===== config.mk =====
export PLATFORM = sky130hd
export DESIGN_NAME = baud_tick_gen
export DESIGN_NICKNAME = d
export VERILOG_FILES = /design/src/rtl/baud_tick_gen.sv
export SDC_FILE = /design/constraint.sdc
export NUM_CORES = 1
export LEC_CHECK = 0
export ABC_AREA = 1
export CAP_MARGIN = 25
export CORE_ASPECT_RATIO = 1.75
export CORE_MARGIN = 2
export CORE_UTILIZATION = 60
export CTS_BUF_LIST = sky130_fd_sc_hd__clkbuf_16
export DETAILED_ROUTE_END_ITERATION = 10
export GPL_ROUTABILITY_DRIVEN = 1
export PLACE_DENSITY = 0.81
export REMOVE_ABC_BUFFERS = 1
export SYNTH_ARGS = -nofsm -noshare
export SYNTH_HDL_FRONTEND = slang
export SYNTH_SLANG_ARGS = --single-unit

===== constraint.sdc =====
create_clock -name clk -period 2.86 [get_ports clk]
set_input_delay 0.286 -clock clk [delete_from_list [all_inputs] [get_ports clk]]
set_output_delay 0.286 -clock clk [all_outputs]
set_load 0.02 [all_outputs]

===== src/rtl/baud_tick_gen.sv =====
// Fractional-N baud tick generator: oversample enable (rx_tick), receive bit-centre
// strobe (rx_mid) and transmit bit strobe (tx_tick), all as single-cycle enables on clk.
module baud_tick_gen #(
    parameter int CLK_HZ = 100_000_000,
    parameter int BAUD   = 9_600,
    parameter int OSR    = 16,
    parameter int DIV_W  = 16,
    parameter int FRAC_W = 4
) (
    input  logic              clk,
    input  logic              rst_n,
    input  logic              en,
    input  logic [DIV_W-1:0]  div_int,
    input  logic [FRAC_W-1:0] div_frac,
    input  logic              div_load,
    input  logic              rx_resync,
    output logic              rx_tick,
    output logic              rx_mid,
    output logic              tx_tick,
    output logic              div_err
);

    localparam longint DEN = longint'(BAUD) * longint'(OSR);
    localparam longint RST_Q = longint'(CLK_HZ) / DEN;
    localparam longint RST_R = longint'(CLK_HZ) % DEN;
    localparam logic [DIV_W-1:0]  RST_DIV_INT  = DIV_W'(RST_Q);
    localparam logic [FRAC_W-1:0] RST_DIV_FRAC = FRAC_W'((RST_R << FRAC_W) / DEN);
    localparam int PH_W = $clog2(OSR);

    function automatic logic [PH_W-1:0] ph_inc(input logic [PH_W-1:0] p);
        return (p == PH_W'(OSR - 1)) ? '0 : p + 1'b1;
    endfunction

    logic [DIV_W-1:0]  act_int, sh_int, cnt, nxt_int;
    logic [FRAC_W-1:0] act_frac, sh_frac, acc, nxt_frac;
    logic [FRAC_W:0]   frac_sum;
    logic [PH_W-1:0]   os_cnt, rx_ph;
    logic              load_ok;

    assign load_ok  = div_load && (div_int >= DIV_W'(2));
    assign nxt_int  = load_ok ? div_int  : sh_int;
    assign nxt_frac = load_ok ? div_frac : sh_frac;
    assign frac_sum = {1'b0, acc} + {1'b0, act_frac};

    assign rx_tick = en && (cnt == '0);
    assign tx_tick = rx_tick && (os_cnt == PH_W'(OSR - 1));
    assign rx_mid  = rx_tick && !rx_resync && (rx_ph == PH_W'(OSR / 2 - 1));

    always_ff @(posedge clk or negedge rst_n) begin
        if (!rst_n) begin
            act_int  <= RST_DIV_INT;
            act_frac <= RST_DIV_FRAC;
            sh_int   <= RST_DIV_INT;
            sh_frac  <= RST_DIV_FRAC;
            cnt      <= RST_DIV_INT - DIV_W'(1);
            acc      <= '0;
            os_cnt   <= '0;
            rx_ph    <= '0;
            div_err  <= 1'b0;
        end else begin
            if (load_ok) begin
                sh_int  <= div_int;
                sh_frac <= div_frac;
                div_err <= 1'b0;
            end else if (div_load) begin
                div_err <= 1'b1;
            end

            if (!en) begin
                act_int  <= nxt_int;
                act_frac <= nxt_frac;
                cnt      <= nxt_int - DIV_W'(1);
                acc      <= '0;
                os_cnt   <= '0;
                rx_ph    <= '0;
            end else if (rx_tick) begin
                // Carry out of the fractional accumulator stretches the next period by one clock
                cnt    <= act_int - DIV_W'(1) + DIV_W'(frac_sum[FRAC_W]);
                acc    <= frac_sum[FRAC_W-1:0];
                os_cnt <= ph_inc(os_cnt);
                rx_ph  <= rx_resync ? '0 : ph_inc(rx_ph);
            end else begin
                // cnt already holds the in-flight period, so active may follow shadow here
                act_int  <= nxt_int;
                act_frac <= nxt_frac;
                cnt      <= cnt - DIV_W'(1);
                if (rx_resync)
                    rx_ph <= '0;
            end
        end
    end

endmodule


**After elaboration in Yosys (flattened, before gate mapping)**

Index checks and enable logic that the tools add are counted.
W data, S select, Z words.

- Eq/ne operators: 6
- $add $sub $neg: 7
- $lt $le $gt $ge: 1
- Reduce and logical (&&, ||, !) cells: 8
- Multiplexer cells: 20

Operators with widths:

| kind | number |
|---|---|
| $mux W16 | 5 |
| $mux W4 | 13 |
| $sub A16 B1 Y16 const B | 3 |
| $add A16 B1 Y16 | 1 |
| $ge A16 B2 Y1 const B | 1 |
| $logic_not A16 Y1 | 1 |
| $add A4 B1 Y4 const B | 2 |
| $eq A4 B4 Y1 const B | 2 |
| $add A4 B4 Y5 | 1 |
| $logic_and A1 B1 Y1 | 5 |
| $eq A4 B3 Y1 const B | 1 |
| $ne A3 B1 Y1 const B | 1 |
| $mux W1 | 2 |
| $ne A2 B1 Y1 const B | 1 |
| $ne A2 B2 Y1 const B | 1 |
| $reduce_bool A2 Y1 | 1 |
| $logic_not A1 Y1 | 1 |

- Logic and storage cells: 51
- Bits of input ports: 25
- Bits in registers: 69

**Logic depth before layout (Yosys ltp)**

Gate-level depths: netlist of run 1.

- Word-level depth: 5
- Gate-level depth with buffers: 17
- Gate-level depth less buffers: 17

**Worst setup path after synthesis of run 1**

Ideal clock, no wire load.

- Path type: reg-to-reg
- Start: register act_frac[0]
- End: register cnt[11]
- Required time: 2.739 ns
- Clock period less this slack: 2.319 ns
- Library setup time: 0.121 ns
- Arrival time: 2.197 ns
- Stages on the path, launching flop included: 17
- Setup slack: 0.541 ns
- Path through: dfrtp_1 -> ha_1 -> inv_1 -> fa_1 -> o21ai_0 -> a21oi_1 -> ha_1 -> nand3_1 -> nor2_1 -> nand2_1 -> nor2_1 -> nand2_1 -> nor2_1 -> xor2_1 -> nand2_1 -> o211ai_1 -> nand2_1

- Word-level cells in the longest chain between the ends: 4

RTL lines:

| element | RTL line | RTL |
|---|---|---|
| start, declared | 35 | `logic [FRAC_W-1:0] act_frac, sh_frac, acc, nxt_frac;` |
| start signal, assigned | 71 | `act_frac <= nxt_frac;` |
| start signal, assigned | 85 | `act_frac <= nxt_frac;` |
| $add A4 B4 Y5 | 43 | `assign frac_sum = {1'b0, acc} + {1'b0, act_frac};` |
| $add A16 B1 Y16 | 78 | `cnt <= act_int - DIV_W'(1) + DIV_W'(frac_sum[FRAC_W]);` |
| $mux W16 | 76 | `end else if (rx_tick) begin` |
| $mux W16 | 69 | `if (!en) begin` |
| end signal, assigned | 72 | `cnt <= nxt_int - DIV_W'(1);` |
| end signal, assigned | 78 |  |
| end signal, assigned | 86 | `cnt <= cnt - DIV_W'(1);` |
| end, declared | 34 | `logic [DIV_W-1:0] act_int, sh_int, cnt, nxt_int;` |

No other way between the ends.
A chain may end at the register's enable or synchronous reset.

**Final worst setup path of run 1**

- Start: register cnt[0]
- End: output tx_tick

- Word-level cells in the longest chain between the ends: 3

RTL lines:

| element | RTL line | RTL |
|---|---|---|
| start signal, assigned | 55 | `cnt <= RST_DIV_INT - DIV_W'(1);` |
| start signal, assigned | 72 |  |
| start signal, assigned | 78 |  |
| $logic_not A16 Y1 | 45 | `assign rx_tick = en && (cnt == '0);` |
| $logic_and A1 B1 Y1 | 45 |  |
| $logic_and A1 B1 Y1 | 46 | `assign tx_tick = rx_tick && (os_cnt == PH_W'(OSR - 1));` |
| end, declared | 19 | `output logic tx_tick,` |

No other way between the ends.

==> flow_summary_export.csv, run 1 <==
group,metric,value,unit
clock_tree,clkLatencyLatePin,0.34,ns
placed_design,placedCellCount,679,
synthesis,ys_seq_elements,69,
worst_setup_path,worst_ep_required_time,2.57,ns
worst_setup_path,rrSetupSlack,0.17,ns
floorplanning,die_height,117.1,um
synthesis,synth_area,4388,um^2
power_and_ir_drop,powerDensity,544.2,nW/um^2
worst_setup_path,startpoint,"cnt[0]",
placed_design,pre_cts_slack,0.09063,ns
worst_setup_path,cp-start-kind,"flip-flop",
clock_tree,tritoncts,"built",
sta,min_period,2.705,ns
clock_tree,htree_num_levels,3,
floorplanning,rows,41,
clock_tree,clk_pin_slew,0.05,ns
worst_setup_path,crit_fanout,12,
synthesis,synth.distinct_cells,45,
floorplanning,die_x,68.65,um
run,cap_violations,0,
sta,max_freq,369.6,MHz
worst_setup_path,reg2reg_from,"acc[0]",
detailed_routing,drcViolationCount,0,
sta,setup_slack,0.1545,ns
synthesis,synth_edf_count,0,
placed_design,io_buffer_count,28,
global_route,grt_pass1_wl,17.29,mm
detailed_routing,via_count,3852,
synthesis,synth.yosys.seq_area_share,39.75,%
clock_tree,clock-sinks,69,
floorplanning,io-pin-count,29,
finish,n_antenna_cell,0,
finish,utilization,72.14,%
worst_setup_path,crit_end,"tx_tick",
finish,drive_gt1_share,16.72,%
global_route,antenna_found_initial,0,
placed_design,routabilityCongestion,0.9157,
min_path,min_path_type,"in2async",
synthesis,synth_top_area_share,31.37,%
worst_setup_path,r2r-end,"cnt[14]",
synthesis,synth_area_leaders,"dfrtp_1 (31%), nand2_1 (11%), dfstp_2 (8.4%)",
finish,final_common_cell,"nand2_1",
worst_setup_path,crit_type,"reg2out",
worst_setup_path,crit_chain,"inv_1 -> ha_1 -> nand4_1 -> nor2_2 -> nand4_1 -> nor2_4 -> nand2_2 -> buf_4 -> nor2_1 -> dlygate4sd2_1",
detailed_routing,drt-total-wl,10.53,mm
synthesis,synth_ff_type,"dfrtp_1",
synthesis,avgSynthCellArea,7.808,um^2
floorplanning,initial_core_util,61.54,%
sta,final-setup-viol-count,0,
worst_setup_path,crit_arrival,2.42,ns
placed_design,place_hpwl,8.003,mm
global_route,grt_pass1_vias,3786,
sta,fin_worst_skew,0.004820,ns
detailed_routing,first_pass_iters,6,
sta,slew_headroom,47.59,%
finish,finalNonFillerCells,696,
finish,area_growth,17.22,%
synthesis,async_flop_share,100.0,%
clock_tree,hold_buffers,0,
worst_setup_path,worstSetupEndpointType,"output port",
detailed_routing,wl_per_cell,15.13,um
floorplanning,die_area,8040,um^2
global_route,overflow,0,
detailed_routing,ant_nets,0,
status,outcome,"complete, no violations",
detailed_routing,drt_iter0_drc,204,
finish,final_cell_mix,"nand2_1 (131), inv_1 (62), nor2_1 (62)",
sta,worst_slew_pin_slew,0.7861,ns
clock_tree,root_buffer,"clkbuf_16",
floorplanning,core,7131,um^2
synthesis,yosysWarnings,0,
finish,fin_nets,641,
synthesis,syn_inst,562,
sta,holdWs,0.02888,ns
sta,finalCritPeriodShare,94.60,%
sta,final_max_slew_viol_count,0,
clock_tree,cts_buffers,9,
power_and_ir_drop,p_leak,2.463,nW
global_route,grt_max_degree,38,
worst_setup_path,slowest_delay,0.41,ns
worst_setup_path,path_common_cell,"nand4_1",
worst_setup_path,reg2reg_depth,15,
detailed_routing,routed_via_density,5.534,
worst_setup_path,crit_slowest_cell,"dfrtp_1",
clock_tree,clockBufferDepth,2,
sta,hold_viol_final,0,
synthesis,yosysTopAreaCell,"dfrtp_1",
global_route,grt_usage,29.42,%
power_and_ir_drop,irDropWorstVdd,389.0,uV
[what timing repair did]
action | CTS | global route
pin swaps | 1 | 1
resized for setup | 3 | 10
endpoints found under the setup margin | 3 | 9
setup buffers | 0 | 1
[layout make-up]
| type | count | area (um^2) |
|---|---|---|
| clock buffers | 9 | 225.2 |
| clock inverters | 7 | 82.58 |
| fillers | 540 | 1987 |
| inverters | 67 | 251.5 |
| multi-input cells | 412 | 2317 |
| flip-flops and latches | 69 | 1744 |
| well taps | 86 | 107.6 |
| repair buffers | 46 | 415.4 |
[per-stage QoR]
step	cell area [um^2]	power, W	TNS, ns
2_1_floorplan	4293	0.001478	0
3_3_place_gp	4816	0.001629	0
3_5_place_dp	4816	0.001649	0
4_1_cts	5120	0.002806	0
5_1_grt	5144	0.002920	-0.0006404
6_report	5144	0.002799	0
[cell families after synthesis]
family / share of synthesized area, %
simple gates: 34.59
buf+inv: 7.898
flops: 39.75
compound gates: 8.868
xor+xnor: 5.589
fa+ha+maj: 3.308
[worst min path at each step]
stage                from  slack (ns)     end  cells past startpoint
floorplan           rst_n       -0.01  acc[0]                      0
global placement    rst_n        0.39  cnt[2]                      1
detailed placement  rst_n        0.40  cnt[2]                      1
CTS                 rst_n        0.05  cnt[2]                      1
global route        rst_n        0.08  cnt[2]                      1
finish              rst_n        0.03  cnt[2]                      1
[routing by layer]
layer / global-route usage, % / part of all wire, %
met1: 32.33 / 38
met2: 51.86 / 54
met3: 5.163 / 3.4
met4: 16.00 / 4.6
met5: 0 / 0
[synthesized netlist by cell type (all sizes together) (7+ instances only)]
library cell / number
ha: 10
nand4: 8
nor2: 73
nand2: 159
nand3: 42
inv: 66
xor2: 23
buf: 10
nor3: 10
dfrtp: 55
o21ai: 44
o211ai: 7
dfstp: 14
nand3b: 7
[sequential cells by signal, summed over array words and instances (netlist names)]
| register | cells |
|---|---|
| sh_int | 16 |
| acc | 4 |
| div_err | 1 |
| rx_ph | 4 |
| os_cnt | 4 |
| sh_frac | 4 |
| act_int | 16 |
| act_frac | 4 |
| cnt | 16 |
[power by group]
group	internal (W)	switching, W	leakage [nW]	total [W]
Combinational	0.000191	0.000311	1.47	0.000501
Sequential	0.00108	0.0000625	0.835	0.00114
Clock	0.000750	0.000403	0.153	0.00115
[worst max-delay path: cells and delay by family, from the launching register on]
kind / cells / cell delay (ns)
simple gates: 6 / 0.86
flops: 1 / 0.41
buf+inv: 3 / 0.61
fa+ha+maj: 1 / 0.20
Note: power is estimated with default switching activity, not from simulation.
==> inputs of run 2 (changes only) <==
--- a/config.mk
+++ b/config.mk
@@ -8,13 +8,13 @@
 export ABC_AREA = 1
 export CAP_MARGIN = 25
 export CORE_ASPECT_RATIO = 1.75
-export CORE_MARGIN = 2
 export CORE_UTILIZATION = 60
 export CTS_BUF_LIST = sky130_fd_sc_hd__clkbuf_16
 export DETAILED_ROUTE_END_ITERATION = 10
 export GPL_ROUTABILITY_DRIVEN = 1
 export PLACE_DENSITY = 0.81
 export REMOVE_ABC_BUFFERS = 1
+export SKIP_CTS_REPAIR_TIMING = 1
 export SYNTH_ARGS = -nofsm -noshare
 export SYNTH_HDL_FRONTEND = slang
 export SYNTH_SLANG_ARGS = --single-unit
==> run 2 against run 1 <==
Clock power is 5% lower. Global-route usage up 1.8 points. Final cell count decreased by 0.72%. First-iteration DRC count grew 30%. Non-clock buffer count down 2. Via count rose by 0.55%. Highest routed layer unchanged.
==> flow_summary_export.csv, run 2 (same netlist as run 1, synthesis figures left out) <==
group,metric,value,unit
sta,slew_headroom,46.36,%
power_and_ir_drop,p_leak,2.469,nW
worst_setup_path,crit_slowest_cell,"dfrtp_1",
power_and_ir_drop,irDropWorstVdd,493.2,uV
placed_design,routabilityCongestion,0.9514,
clock_tree,root_buffer,"clkbuf_16",
global_route,use_met1,32.60,%
finish,area_growth,16.65,%
global_route,grt_pass1_vias,3926,
detailed_routing,via_count,3873,
power_and_ir_drop,powerDensity,534.3,nW/um^2
worst_setup_path,worstSetupEndpointType,"output port",
detailed_routing,ant_nets,0,
worst_setup_path,crit_fanout,5,
clock_tree,cts_buffers,9,
global_route,globalRouteMet2Util,56.90,%
worst_setup_path,crit_chain,"inv_1 -> ha_1 -> nand4_1 -> nor2_2 -> nand4_1 -> nor2_2 -> nand2_2 -> or2_4 -> nor3_1 -> clkbuf_2",
sta,max_freq,363.9,MHz
sta,worst_slew_pin_slew,0.8045,ns
detailed_routing,drt-total-wl,10.72,mm
worst_setup_path,slowest_delay,0.40,ns
clock_tree,clkLatencyLatePin,0.34,ns
global_route,grt_max_degree,37,
finish,drive_gt1_share,17.63,%
sta,final-setup-viol-count,0,
global_route,busiest_layer,"met2",
placed_design,place_area,4783,um^2
detailed_routing,routed_via_density,5.605,
finish,final_cell_mix,"nand2_1 (131), inv_1 (60), nor2_1 (60)",
global_route,grt_pass1_wl,17.60,mm
clock_tree,clockBufferDepth,2,
sta,holdWs,0.04412,ns
placed_design,placedCellCount,673,
floorplanning,io-pin-count,29,
floorplanning,rows,40,
clock_tree,clk_pin_slew,0.05,ns
detailed_routing,wl_per_cell,15.51,um
finish,final_area,5119,um^2
worst_setup_path,crit_type,"reg2out",
global_route,grt_use_met3,4.464,%
placed_design,place_hpwl,7.972,mm
worst_setup_path,worst_ep_required_time,2.57,ns
placed_design,io_buffer_count,28,
floorplanning,core,6957,um^2
sta,min_period,2.748,ns
run,cap_violations,0,
sta,finalCritPeriodShare,96.08,%
finish,n_antenna_cell,0,
worst_setup_path,crit_arrival,2.46,ns
clock_tree,tritoncts,"built",
sta,final_max_slew_viol_count,0,
finish,reg_top3,"act_int (16), cnt (16), sh_int (16)",
min_path,min_path_type,"in2async",
finish,finalNonFillerCells,691,
detailed_routing,drt_iter0_drc,265,
finish,fin_nets,639,
global_route,overflow,0,
worst_setup_path,r2r-end,"cnt[14]",
floorplanning,initial_core_util,63.08,%
detailed_routing,first_pass_iters,5,
floorplanning,die_x,66.65,um
clock_tree,htree_num_levels,3,
status,outcome,"complete, no violations",
sta,fin_worst_skew,0.006418,ns
finish,utilization,73.58,%
worst_setup_path,reg2reg_depth,14,
clock_tree,clock-sinks,69,
finish,final_common_cell,"nand2_1",
floorplanning,die_area,7673,um^2
worst_setup_path,reg2reg_from,"act_frac[0]",
worst_setup_path,cp-start-kind,"flip-flop",
worst_setup_path,rrSetupSlack,0.14,ns
floorplanning,die_height,115.1,um
global_route,antenna_found_initial,0,
global_route,grt_usage,31.26,%
detailed_routing,drcViolationCount,0,
sta,hold_viol_final,0,
==> run 2: layer usage <==
layer,up-vias,part of all wire (%)
met5,-,0
met4,0,4.5
met3,39,3.9
met2,137,56
met1,1808,36
li1,1889,-
==> run 2: power by group <==
part / total (W) / switching (W) / leakage [nW] / internal (W)
sequential: 0.00115 / 0.0000635 / 0.835 / 0.00108
combinational: 0.000504 / 0.000314 / 1.49 / 0.000190
clock: 0.00109 / 0.000424 / 0.142 / 0.000662
total: 0.00274 / 0.000802 / 2.47 / 0.00193
==> run 2: stage by stage <==
step / worst slack [ns] / power, W / TNS (ns)
after detailed placement: 0.06139 / 0.001648 / 0
final: 0.1120 / 0.002735 / 0
after global placement: 0.1209 / 0.001633 / 0
after CTS: -0.3458 / 0.002731 / -0.4971
after floorplan: 0.5005 / 0.001478 / 0
after global routing: -0.01452 / 0.002860 / -0.01452
==> run 2: final cells by class <==
| type | count | area, um^2 |
|---|---|---|
| Timing Repair Buffer | 44 | 407.9 |
| Clock buffer | 9 | 225.2 |
| Fill cell | 522 | 1838 |
| Sequential cell | 69 | 1744 |
| Inverter | 67 | 251.5 |
| Tap cell | 84 | 105.1 |
| Multi-Input combinational cell | 412 | 2328 |
| Clock inverter | 6 | 56.30 |
==> run 2: worst max-delay path by stage <==
stage	end	depth (start not counted)	start
6_report	rx_mid	10	cnt[0]
4_1_cts	rx_mid	10	cnt[0]
2_1_floorplan	cnt[7]	11	cnt[0]
3_3_place_gp	rx_mid	10	cnt[0]
3_5_place_dp	rx_mid	10	cnt[0]
5_1_grt	cnt[14]	14	act_frac[0]
==> run 2: worst max-delay path: cells and delay by family, from the launching register on <==
family / cells / cell delay (ns)
simple gates: 7 / 1.21
flops: 1 / 0.40
buf+inv: 2 / 0.29
fa+ha+maj: 1 / 0.20
==> RTL change 1, RTL diff (config.mk and constraints of run 2) <==
Change the parameter `OSR` from 16 to 32.
--- a/src/rtl/baud_tick_gen.sv
+++ b/src/rtl/baud_tick_gen.sv
@@ -4,5 +4,5 @@
     parameter int CLK_HZ = 100_000_000,
     parameter int BAUD   = 9_600,
-    parameter int OSR    = 16,
+    parameter int OSR    = 32,
     parameter int DIV_W  = 16,
     parameter int FRAC_W = 4
Check against the original RTL: same outputs for any inputs over 10 cycles, from zero or initial values and one cycle with rst_n low; that may be too few to reach the edited logic, so the function may still have changed.
==> RTL change 1 against run 2 <==
- wire length is 4.0% lower
- design area is 0.39% higher
- sequential cell count is 2 higher
- synthesized area is 0.66% higher
- hold slack worse by 0.016 ns
- largest cell class unchanged
- power is 1.7% higher
- highest routed layer unchanged
- setup slack better by 0.087 ns
==> RTL change 1: results (changes against run 2) <==
Clock tree
  • Clock latency on the worst-skew pair: 0.34 ns (about the same)
  • Clock Tree Buf Depth: 2 (unchanged)
  • Total CTS buffers: 9 (unchanged)
  • Clock Pin Slew Worst Setup and Hold Paths: 0.06 ns
  • Total number of H-tree levels: 3 (unchanged)
  • Root Buffer: clkbuf_16

Logic synthesis
  • Post-synthesis async set-or-reset flop share: 1.000 (unchanged)
  • Synth Warn #: 0 (unchanged)
  • Synth area leaders: dfrtp_1 (33%), nand2_1 (12%), dfstp_2 (7.7%), inv_1 (5.5%), nor2_1 (5.5%)
  • Seq/Total Area, Yosys: 0.4059 (+0.008458)
  • Synth cell count leaders: nand2_1 (141), inv_1 (65), nor2_1 (65), dfrtp_1 (58), o21ai_0 (40)
  • Count of cell types in the netlist: 43 (-4.4%)
  • Syn avg cell area: 7.681 um2 (-1.6%)

Worst setup path
  • Worst R2R Start: act_frac[0]
  • CP max FO: 3 (-2)
  • Register-to-register setup slack: 0.20 ns (+0.06 ns)
  • CP arrival: 2.89 ns (+0.43 ns)
  • Worst r2r path cells: 15 (+1)
  • Reg2reg end: cnt[14]
  • Crit Path Class: flop to flop

Route
  • Routed WL: 10290 um (-4.0%)
  • Detailed Route Iter0 Violations: 213 (-20%)
  • Router iterations before antenna repair: 5 (unchanged)
  • Drt via density: 5.410 (-3.5%)
  • Vias: 3798 (-1.9%)

Cells and area
  • NumNets Final: 649 (+1.6%)
  • Largest registers: act_int: 16 flops, cnt: 16 flops, sh_int: 16 flops
  • Share of layout cells above drive strength 1: 0.1561 (-0.02018)
  • Fill count: 558 (+6.9%)

STA
  • Worst-Margin Slew: 0.7909 ns (-0.01362 ns)
  • Clock skew: 0.005911 ns (-0.0005066 ns)
  • Crit path time final: 2.661 ns (-0.08737 ns)

Global route
  • Maximum number of pins on one net before global-route repair: 36 (-2.7%)
  • First-pass GRT wire length: 17420 um (-0.98%)
  • Vias in the first global route: 3896 (-0.76%)
  • Overall Global Routing Usage: 0.3072 (-0.005405)
  • Initial antenna violation count: 0 (unchanged)

Power and ir drop
  • Leakage power: 0.002446 uW (-0.92%)
  • Total power: 2782 uW (+1.7%)
  • Max VDD drop: 0.3806 mV (-23%)

Placement
  • PortBufs: 28 (unchanged)
  • Gpl congestion: 0.9635 (+1.3%)
  • DP HPWL: 7714 um (-3.2%)
  • Placed cells: 684 (+1.6%)
  • Pre-CTS WS: 0.02957 ns (-0.03182 ns)

Min path
  • Hold Path Class: input port to async pin

Run status
  • Status: complete, no violations
-- RTL change 1: worst min-delay path by stage --
stage | from | to | slack, ns | cells past startpoint
global placement | rst_n | cnt[1] | 0.39 | 1
floorplan | rst_n | acc[0] | -0.01 | 0
global route | rst_n | act_int[1] | 0.09 | 1
detailed placement | rst_n | cnt[1] | 0.40 | 1
CTS | rst_n | cnt[1] | 0.04 | 1
finish | rst_n | cnt[3] | 0.03 | 1
-- RTL change 1: worst max-delay path, cell delays in order (launching register included) --
cell	delay, ns
dfrtp_1	0.38
ha_1	0.22
inv_1	0.08
fa_2	0.21
o21ai_0	0.09
a21oi_1	0.18
ha_2	0.21
ha_2	0.20
nand3_1	0.12
nor2_2	0.18
nand2_2	0.11
nor2_4	0.10
nand3_1	0.08
xor2_1	0.15
o211ai_1	0.17
nand2_1	0.07
-- RTL change 1: stage by stage --
stage,cell area (um2),TNS (ns)
after floorplan,4320,0
after CTS,5085,-0.1577
after global routing,5136,-0.05910
final,5139,0
after detailed placement,4786,0
after global placement,4786,0
-- RTL change 1: logic make-up after synthesis --
kind of cell / synth area share
compound gates: 0.09065
xor+xnor: 0.06147
fa+ha+maj: 0.04136
buf+inv: 0.08555
flops: 0.4059
mux: 0.002266
simple gates: 0.3127
-- RTL change 1: final cells by class --
type	instances	area (um2)	area share
Antenna cell	1	2.502	0.0004870
Clock buffer	9	225.2	0.04383
Clock inverter	7	73.82	0.01437
Inverter	75	281.5	0.05478
Multi-Input combinational cell	413	2282	0.4441
Sequential cell	71	1793	0.3489
Tap cell	86	107.6	0.02094
Timing Repair Buffer	40	372.9	0.07256
-- RTL change 1: layer usage --
layer  up-vias  GRT usage  routed length [um]
met5         -          0                   0
met4         0     0.1844                 410
met3        35    0.05709                 385
met2        93     0.5764                5752
met1      1776     0.2978                3740
li1       1894          -                   -
-- RTL change 1: power breakdown --
group	internal (uW)	leakage, uW	switching [uW]	total, uW
Clock	674	0.000134	447	1120
Combinational	183	0.00145	307	490
Sequential	1110	0.000866	62.5	1170
Total	1960	0.00245	817	2780
==> RTL change 2, RTL diff (flow settings as in run 2) <==
Without the edit above. Register the inputs `en`, `div_int`, `div_frac`, `div_load` and `rx_resync` before use, without a reset. The logic sees them one clock later.
--- a/src/rtl/baud_tick_gen.sv
+++ b/src/rtl/baud_tick_gen.sv
@@ -28,4 +28,18 @@
     localparam int PH_W = $clog2(OSR);
 
+    logic en_q;
+    logic [DIV_W-1:0] div_int_q;
+    logic [FRAC_W-1:0] div_frac_q;
+    logic div_load_q;
+    logic rx_resync_q;
+
+    always_ff @(posedge clk) begin
+        en_q        <= en;
+        div_int_q   <= div_int;
+        div_frac_q  <= div_frac;
+        div_load_q  <= div_load;
+        rx_resync_q <= rx_resync;
+    end
+
     function automatic logic [PH_W-1:0] ph_inc(input logic [PH_W-1:0] p);
         return (p == PH_W'(OSR - 1)) ? '0 : p + 1'b1;
@@ -38,12 +52,12 @@
     logic              load_ok;
 
-    assign load_ok  = div_load && (div_int >= DIV_W'(2));
-    assign nxt_int  = load_ok ? div_int  : sh_int;
-    assign nxt_frac = load_ok ? div_frac : sh_frac;
+    assign load_ok  = div_load_q && (div_int_q >= DIV_W'(2));
+    assign nxt_int  = load_ok ? div_int_q : sh_int;
+    assign nxt_frac = load_ok ? div_frac_q : sh_frac;
     assign frac_sum = {1'b0, acc} + {1'b0, act_frac};
 
-    assign rx_tick = en && (cnt == '0);
+    assign rx_tick = en_q && (cnt == '0);
     assign tx_tick = rx_tick && (os_cnt == PH_W'(OSR - 1));
-    assign rx_mid  = rx_tick && !rx_resync && (rx_ph == PH_W'(OSR / 2 - 1));
+    assign rx_mid  = rx_tick && !rx_resync_q && (rx_ph == PH_W'(OSR / 2 - 1));
 
     always_ff @(posedge clk or negedge rst_n) begin
@@ -60,12 +74,12 @@
         end else begin
             if (load_ok) begin
-                sh_int  <= div_int;
-                sh_frac <= div_frac;
+                sh_int  <= div_int_q;
+                sh_frac <= div_frac_q;
                 div_err <= 1'b0;
-            end else if (div_load) begin
+            end else if (div_load_q) begin
                 div_err <= 1'b1;
             end
 
-            if (!en) begin
+            if (!en_q) begin
                 act_int  <= nxt_int;
                 act_frac <= nxt_frac;
@@ -79,5 +93,5 @@
                 acc    <= frac_sum[FRAC_W-1:0];
                 os_cnt <= ph_inc(os_cnt);
-                rx_ph  <= rx_resync ? '0 : ph_inc(rx_ph);
+                rx_ph  <= rx_resync_q ? '0 : ph_inc(rx_ph);
             end else begin
                 // cnt already holds the in-flight period, so active may follow shadow here
@@ -85,5 +99,5 @@
                 act_frac <= nxt_frac;
                 cnt      <= cnt - DIV_W'(1);
-                if (rx_resync)
+                if (rx_resync_q)
                     rx_ph <= '0;
             end
Function: changed (Yosys sat finds a counterexample within 4 cycles, from zero or initial values and one cycle with rst_n low).
==> RTL change 2 against run 2 <==
- sequential cell count rose by 23
- register-to-register slack improved by 0.03 ns
- power rose by 19%
- wire length fell by 4.2%
- synthesized area rose by 6.7%
- non-clock buffer count fell by 5
- design area rose by 6.1%
- sequential share of layout area rose by 6.5 points
- setup slack improved by 0.060 ns
- critical path type is now flop to flop
- clock power rose by 20%
- highest routed layer unchanged
==> RTL change 2: results (changes against run 2) <==
Cells and area
  • Share of layout cells above drive strength 1: 0.1399 (-0.03641)
  • Synth-to-layout area growth: 16.07%
  • Multi-input comb cells: 407 (-1.2%)
  • Inverters, non-clock: 68 (+1.5%)
  • ClkCell Share: 0.06126 (+0.006263)
  • Non-clock buffer area fraction after layout: 0.06817 (-0.01152)
  • Design area: 5433 um2 (+6.1%)
  • Fill count: 579 (+11%)
  • Nonclk buf count: 39 (-11%)
  • Fraction of area in multi-input gates: 0.3971 (-0.05785)
  • NumNets Final: 653 (+2.2%)
  • FF+latch count: 92 (+33%)
  • Register area: 2205 um2 (+26%)

Route
  • WL/cell: 14.46 um (-6.8%)
  • Routed wl met2: 5351 um (-11%)
  • Vias: 3890 (+0.44%)
  • Drt via density: 5.479 (-2.2%)
  • Router iterations before antenna repair: 5 (unchanged)
  • Wl on met1: 4033 um (+5.8%)
  • Met3 WL: 356 um (-15%)
  • Detailed Route Iter0 Violations: 206 (-22%)

STA
  • Crit path time final: 2.688 ns (-0.06014 ns)
  • Hold WS: 0.03243 ns (-0.01169 ns)
  • Clock skew: 0.01103 ns (+0.004612 ns)
  • Slew Limit Headroom: 0.4522 (-0.01142)

Placement
  • Placed cells: 693 (+3.0%)
  • DP HPWL: 7522 um (-5.7%)
  • Gpl congestion: 0.8951 (-5.9%)
  • Pre-CTS WS: 0.1383 ns (+0.07688 ns)
  • Placed Area: 5072 um2 (+6.0%)

Global route
  • Overall Global Routing Usage: 0.2867 (-0.02591)
  • Met3 Use GR: 0.05556 (+0.01091)
  • First-pass GRT wire length: 17250 um (-2.0%)
  • Met2 Use GR: 0.4737 (-0.09537)
  • Maximum number of pins on one net before global-route repair: 36 (-2.7%)

Logic synthesis
  • Synth cell count leaders: nand2_1 (134), nor2_1 (62), inv_1 (59), dfrtp_1 (55), nand3_1 (44)
  • Count of cell types in the netlist: 46 (+2.2%)
  • Seq/Total Area, Yosys: 0.4710 (+0.07351)
  • Syn avg cell area: 8.056 um2 (+3.2%)
  • Synth area leaders: dfrtp_1 (29%), nand2_1 (11%), dfxtp_1 (9.8%), dfstp_2 (7.9%), nor2_1 (5.0%)
  • Post-synthesis async set-or-reset flop share: 0.7500 (-0.2500)

Power and ir drop
  • Max VDD drop: 0.6079 mV (+23%)
  • Leakage power: 0.002610 uW (+5.7%)

Worst setup path
  • Setup crit end: cnt[13]
  • Worst r2r path cells: 17 (+3)
  • Register-to-register setup slack: 0.17 ns (+0.03 ns)
  • CP max FO: 3 (-2)
  • CP arrival: 2.92 ns (+0.46 ns)
  • Worst Setup SP: act_frac[0]

Clock tree
  • Clock latency on the worst-skew pair: 0.35 ns
  • Clock Tree Buf Depth: 2 (unchanged)
  • Clock Pin Slew Worst Setup and Hold Paths: 0.07 ns (+0.02 ns)

Run status
  • Status: complete, no violations
RTL change 2: worst register-to-register path, stage by stage, from the launching register on:
cell and delay (ns):
dfrtp_1 0.39, ha_1 0.23, inv_1 0.08, fa_1 0.20
o21ai_0 0.10, a21oi_1 0.15, ha_1 0.20, nand3_1 0.15
nor2_2 0.16, nand2_1 0.11, nor2_2 0.11, nand2_1 0.11
nor2_2 0.14, nand2_1 0.09, nand2_1 0.08, o311ai_0 0.12
nand3_1 0.10, nand2_1 0.05
RTL change 2: logic make-up after synthesis:
| family | count (synthesis) | synth area share |
|---|---|---|
| buf+inv | 82 | 0.07244 |
| compound gates | 72 | 0.08501 |
| fa+ha+maj | 11 | 0.03101 |
| xor+xnor | 25 | 0.04678 |
| simple gates | 299 | 0.2938 |
| flops | 92 | 0.4710 |
RTL change 2: where the power goes:
part | total, uW | switching, uW | internal (uW)
logic | 446 | 277 | 170
clock network | 1310 | 469 | 844
registers | 1490 | 71.9 | 1420
